<file path="src/rtl/uart_pkg.sv">
`default_nettype none
// ============================================================================
//  Module   : uart_pkg
//  Brief    : Shared UART state encoding and baud divisor helper.
//  Revision : 1.0
// ============================================================================
package uart_pkg;

    typedef enum logic [2:0] {
        ST_IDLE  = 3'd0,
        ST_START = 3'd1,
        ST_DATA  = 3'd2,
        ST_STOP  = 3'd3,
        ST_BREAK = 3'd4
    } uart_state_t;

    function automatic int clks_per_bit(input int clk_hz, input int baud);
        return clk_hz / baud;
    endfunction

endpackage
`default_nettype wire

</file>
<file path="src/rtl/sync_ff.sv">
`default_nettype none
// ============================================================================
//  Module   : sync_ff
//  Brief    : Multi-stage single-bit synchroniser with a configurable preset.
//  Revision : 1.0
// ============================================================================
module sync_ff #(
    parameter int   STAGES    = 2,
    parameter logic RESET_VAL = 1'b1
) (
    input  logic clock,
    input  logic reset,
    input  logic d,
    output logic q
);

    generate
        if (STAGES < 2) begin : g_bad_stages
            $error("sync_ff: STAGES must be at least 2");
        end
    endgenerate

    logic [STAGES-1:0] r_chain;

    always_ff @(posedge clock or posedge reset) begin
        if (reset) begin
            r_chain <= {STAGES{RESET_VAL}};
        end else begin
            r_chain <= {r_chain[STAGES-2:0], d};
        end
    end

    assign q = r_chain[STAGES-1];

endmodule
`default_nettype wire

</file>
<file path="src/rtl/uart_rx8.sv">
`default_nettype none
// ============================================================================
//  Module   : uart_rx8
//  Brief    : 8N1 UART receiver, mid-bit sampling, valid/ack byte handshake.
//  Revision : 1.0
// ============================================================================
module uart_rx8
    import uart_pkg::*;
#(
    parameter int CLK_HZ   = 50_000_000,
    parameter int BAUD     = 115_200,
    parameter int SYNC_STG = 2
) (
    input  logic       clock,
    input  logic       reset,
    input  logic       rx,
    input  logic       ack,
    output logic [7:0] data,
    output logic       valid,
    output logic       busy,
    output logic       frame_err,
    output logic       overrun
);

    localparam int c_clks_per_bit = clks_per_bit(CLK_HZ, BAUD);
    localparam int c_cnt_w        = $clog2(c_clks_per_bit);
    localparam logic [c_cnt_w-1:0] c_cnt_half = c_cnt_w'(c_clks_per_bit / 2 - 1);
    localparam logic [c_cnt_w-1:0] c_cnt_full = c_cnt_w'(c_clks_per_bit - 1);

    generate
        if (c_clks_per_bit < 4) begin : g_bad_baud
            $error("uart_rx8: CLK_HZ/BAUD must be at least 4");
        end
    endgenerate

    logic               w_rx_s;
    uart_state_t        r_state;
    logic [c_cnt_w-1:0] r_cnt;
    logic [2:0]         r_bit_idx;
    logic [7:0]         r_shift;
    logic [7:0]         r_data;
    logic               r_valid;
    logic               r_busy;
    logic               r_frame_err;
    logic               r_overrun;

    // Idle line is high, so the synchroniser presets to 1 to avoid a false start.
    sync_ff #(
        .STAGES    (SYNC_STG),
        .RESET_VAL (1'b1)
    ) u_rx_sync (
        .clock (clock),
        .reset (reset),
        .d     (rx),
        .q     (w_rx_s)
    );

    always_ff @(posedge clock or posedge reset) begin
        if (reset) begin
            r_state     <= ST_IDLE;
            r_cnt       <= '0;
            r_bit_idx   <= '0;
            r_shift     <= '0;
            r_data      <= '0;
            r_valid     <= 1'b0;
            r_busy      <= 1'b0;
            r_frame_err <= 1'b0;
            r_overrun   <= 1'b0;
        end else begin
            r_frame_err <= 1'b0;
            r_overrun   <= 1'b0;
            if (ack && r_valid) begin
                r_valid <= 1'b0;
            end
            case (r_state)
                ST_IDLE: begin
                    if (!w_rx_s) begin
                        r_state <= ST_START;
                        r_cnt   <= '0;
                        r_busy  <= 1'b1;
                    end
                end
                ST_START: begin
                    if (r_cnt == c_cnt_half) begin
                        r_cnt <= '0;
                        if (!w_rx_s) begin
                            r_state   <= ST_DATA;
                            r_bit_idx <= '0;
                        end else begin
                            r_state <= ST_IDLE;
                            r_busy  <= 1'b0;
                        end
                    end else begin
                        r_cnt <= r_cnt + 1'b1;
                    end
                end
                ST_DATA: begin
                    if (r_cnt == c_cnt_full) begin
                        r_cnt              <= '0;
                        r_shift[r_bit_idx] <= w_rx_s;
                        if (r_bit_idx == 3'd7) begin
                            r_state <= ST_STOP;
                        end else begin
                            r_bit_idx <= r_bit_idx + 3'd1;
                        end
                    end else begin
                        r_cnt <= r_cnt + 1'b1;
                    end
                end
                ST_STOP: begin
                    if (r_cnt == c_cnt_full) begin
                        r_cnt <= '0;
                        if (w_rx_s) begin
                            // A same-cycle ack frees the slot, so the new byte wins.
                            if (!r_valid || ack) begin
                                r_data  <= r_shift;
                                r_valid <= 1'b1;
                            end else begin
                                r_overrun <= 1'b1;
                            end
                            r_state <= ST_IDLE;
                            r_busy  <= 1'b0;
                        end else begin
                            r_frame_err <= 1'b1;
                            r_state     <= ST_BREAK;
                        end
                    end else begin
                        r_cnt <= r_cnt + 1'b1;
                    end
                end
                ST_BREAK: begin
                    if (w_rx_s) begin
                        r_state <= ST_IDLE;
                        r_busy  <= 1'b0;
                    end
                end
                default: begin
                    r_state <= ST_IDLE;
                    r_busy  <= 1'b0;
                end
            endcase
        end
    end

    assign data      = r_data;
    assign valid     = r_valid;
    assign busy      = r_busy;
    assign frame_err = r_frame_err;
    assign overrun   = r_overrun;

endmodule
`default_nettype wire

</file>
<file path="config.mk">
export PLATFORM = sky130hd
export DESIGN_NAME = uart_rx8
export DESIGN_NICKNAME = d
export VERILOG_FILES = /design/src/rtl/uart_pkg.sv /design/src/rtl/sync_ff.sv /design/src/rtl/uart_rx8.sv
export SDC_FILE = /design/constraint.sdc
export NUM_CORES = 1
export LEC_CHECK = 0
export ABC_AREA = 0
export ABC_CLOCK_PERIOD_IN_PS = 5050
export BUFFER_PORTS_ARGS = -buffer_cell sky130_fd_sc_hd__buf_2
export CAP_MARGIN = 20
export CORE_MARGIN = 4
export CORE_UTILIZATION = 50
export CTS_CLUSTER_SIZE = 16
export DETAILED_ROUTE_END_ITERATION = 12
export HOLD_SLACK_MARGIN = 0.15
export PLACE_DENSITY = 0.79
export SYNTH_ARGS = -nofsm -noshare
export SYNTH_HDL_FRONTEND = slang
export SYNTH_HIERARCHICAL = 1
export SYNTH_SLANG_ARGS = --single-unit
</file>
<file path="constraint.sdc">
create_clock -name clock -period 5.05 [get_ports clock]
set_input_delay 1.515 -clock clock [delete_from_list [all_inputs] [get_ports clock]]
set_output_delay 1.515 -clock clock [all_outputs]
set_load 0.01 [all_outputs]
</file>
==> run_results.csv <==
group,metric,value,unit
hold_path,min_path_type,"register to register",
clock_tree,cts_buffer_depth,2,
finish,final_cell_mix,"dfrtp_1, mux2_2, buf_2, nand2_1, o21ai_0",
global_routing,busiest_layer,"met2",
drt,ant_nets,0,
drt,avgRoutedWirePerCell,15.89,microns
sta,min_period,2.393,ns
synthesis,syn_inst,171,
global_routing,track_usage,17.19,%
pwr,p_total,558.5,uW
worst_setup_path,crit_required,5.23,ns
global_routing,global_route.usage.met1,20.84,%
floorplanning,dieArea,4846,sq um
worst_setup_path,start_kind,"input port",
sta,fmax,417.9,MHz
placed_design,post-place-ws,2.350,ns
finish,instances_no_fill,236,
synthesis,synth.distinct_cells,47,
clock_tree,h-tree-depth,2,
sta,skew,0.007344,ns
pwr,powerDensity,266.0,nW/um^2
floorplanning,die-height,69.61,microns
pwr,p_leak,0.9801,nW
sta,setup_viol_count_final,0,
worst_setup_path,r2r_slack,2.96,ns
global_routing,antenna_found_initial,0,
placed_design,dp.final_hpwl,2655,microns
finish,fillers,309,
placed_design,port_buffers,15,
drt,wl,3751,microns
global_routing,grt_max_degree,36,
worst_setup_path,crit_fanout,8,
sta,period_share,47.38,%
global_routing,grt_pass1_vias,1433,
synthesis,seq_area_frac_synth,48.91,%
floorplanning,design.core.area,3661,sq um
clock_tree,post_cts_buffers,0,
placed_design,dp_cells,228,
placed_design,gp_congestion,0.8928,
worst_setup_path,critPathCaptureType,"register",
sta,drv_slew,0,
run_status,status,"completed",
synthesis,synth-simple-area-share,19.45,%
sta,tightest_slew,0.4819,ns
worst_setup_path,worstSetupPathType,"input port to register",
drt,remaining_drc_errors,0,
global_routing,use_met2,29.45,%
synthesis,syn_avg_cell_area,11.10,sq um
synthesis,synth_nets,180,
clock_tree,cts_tree,"done",
hold_path,hold_start,"u_rx_sync/r_chain[0]",
drt,viasPerCell,5.703,
clock_tree,ctsHoldBuffers,0,
worst_setup_path,cp-startpoint,"ack",
sta,fin_ws,2.657,ns
clock_tree,numCtsBuffers,5,
synthesis,synth_fa_ha_area_share,3.823,%
run,cap_violations,0,
sta,rsz0062_at_grt,"no",
synthesis,synth_top_family_by_area,"simple AND/OR/NAND/NOR gates",
finish,area_delta_synth_final,10.61,%
floorplanning,start_util,51.85,%
finish,layout-drive-gt1-share,27.66,%
synthesis,ys_warn_count,6,
drt,vias,1346,
placed_design,placed_cell_area,1992,sq um
finish,stdcell_area,2100,sq um
clock_tree,clkSinkCount,37,
sta,finalHoldViolCount,0,
finish,diodes,0,
drt,drt_iter0_markers,66,
synthesis,muxShareOfSynthArea,9.492,%
clock_tree,cts-root-buf,"clkbuf_8",
global_routing,grt_remaining_overflow,0,
synthesis,syn_area,1898,sq um
floorplanning,ioPinCount,16,
finish,final_nets,196,
global_routing,grt_first_pass_wirelength,6796,microns
finish,layout_commonest_cell,"dfrtp_1",
clock_tree,cts-resized-gates,0,
floorplanning,die_w,69.61,microns
sta,maxSlewHeadroom,67.77,%
global_routing,grtUsageMet3,5.217,%
floorplanning,fp-row-count,22,
pwr,worst_ir_drop_vdd,0.2223,mV
sta,fin_setup_tns,0,ns
clock_tree,worst_skew_pair.late_latency,0.29,ns
synthesis,synth_compound_area_share,13.25,%
synthesis,ys_ff_latch,37,
clock_tree,cts.clk_slew.worst_paths,0.08,ns
drt,firstDrtPassIters,5,
worst_setup_path,worstPathArrival,2.57,ns
synthesis,synth-xor-area-share,0.9229,%
worst_setup_path,timing.rr.start,"r_state[2]",
[cells by family (layout without fill, tap and decap cells)]
| kind of cell | Yosys count | in the layout |
|---|---|---|
| adders and majority gates | 6 | 6 |
| and+or+nand+nor | 60 | 60 |
| muxes | 16 | 16 |
| AOI/OAI and AO/OA | 35 | 35 |
| DFF | 37 | 37 |
| xor gates and xnor gates | 2 | 2 |
| buffers and inverters | 15 | 32 |
[cell type report]
type	count	area, sq um	share of cell area, %
Inverter	8	30.03	1.430
Sequential cell	37	928.4	44.22
Clock buffer	6	72.57	3.457
Timing Repair Buffer	16	82.58	3.933
Tap cell	48	60.06	2.861
Clock inverter	2	35.03	1.669
Multi-Input combinational cell	119	890.9	42.43
[final timing paths]
path | endpoint | cells after the start
worst max-delay path | data[1] | 4
min in group asynchronous | u_rx_sync/r_chain[1] | 2
worst max register to register | data[1] | 4
max in group asynchronous | r_shift[2] | 3
worst min-delay path | u_rx_sync/r_chain[1] | 0
worst min register to register | u_rx_sync/r_chain[1] | 0
[through the flow]
stage / hold slack (ns) / util (%)
3_5_place_dp: 0.3547 / 54.41
2_1_floorplan: 0.3452 / -
6_report: 0.3582 / 57.35
4_1_cts: 0.3629 / 57.35
3_3_place_gp: 0.3479 / 54.41
5_1_grt: 0.3656 / 57.35
[flip-flops by register name, indices dropped and copies added, names as in the netlist]
signal,cells
r_state,3
r_bit_idx,3
data,8
valid,1
u_rx_sync/r_chain,2
busy,1
overrun,1
r_shift,8
frame_err,1
r_cnt,9
[metal layers]
metal	share of wire, %	vias to the layer above
met5	0	-
met4	1.4	0
met3	5.2	7
met2	52	37
met1	42	657
li1	-	645
[power breakdown]
group / leakage [nW] / total (mW) / internal (mW) / switching (mW)
Combinational: 0.435 / 0.00907 / 0.00223 / 0.00685
Sequential: 0.490 / 0.300 / 0.298 / 0.00198
Clock: 0.0552 / 0.250 / 0.147 / 0.103
Total: 0.980 / 0.558 / 0.446 / 0.112
[worst max-delay path, cell delays in order]
cell and delay [ns]:
buf_2 0.07, nand2b_1 0.13, nor3b_4 0.44, mux2_2 0.40
[cell usage after synthesis (all sizes together)]
master | count | share of area (%)
nor3 | 4 | 1.1
o311ai | 1 | 0.86
dfstp | 2 | 2.8
xnor2 | 2 | 0.92
a21o | 1 | 0.40
nor3b | 5 | 2.8
maj3 | 1 | 0.53
o21bai | 1 | 0.40
o31ai | 3 | 1.2
nand4 | 1 | 0.33
a311oi | 1 | 0.46
nand2b | 4 | 1.3
a211oi | 1 | 1.1
nor2b | 1 | 0.33
inv | 8 | 1.6
o2bb2ai | 1 | 0.46
a22o | 2 | 0.92
nor2 | 10 | 2.1
or3 | 2 | 0.66
mux2 | 16 | 9.5
dfrtp | 35 | 46
nor4 | 2 | 0.66
o2111ai | 1 | 0.46
or2 | 3 | 0.99
a2111o | 1 | 0.59
nand3b | 3 | 1.4
and4bb | 2 | 1.5
a2111oi | 1 | 0.46
and4b | 3 | 1.6
a21oi | 7 | 1.8
ha | 5 | 3.3
buf | 6 | 2.4
nand2 | 15 | 3.4
o21ai | 10 | 2.6
o22ai | 1 | 0.33
clkbuf | 1 | 0.20
nand3 | 5 | 1.3
o211ai | 3 | 1.2
Power figures use the tool's default switching activity.
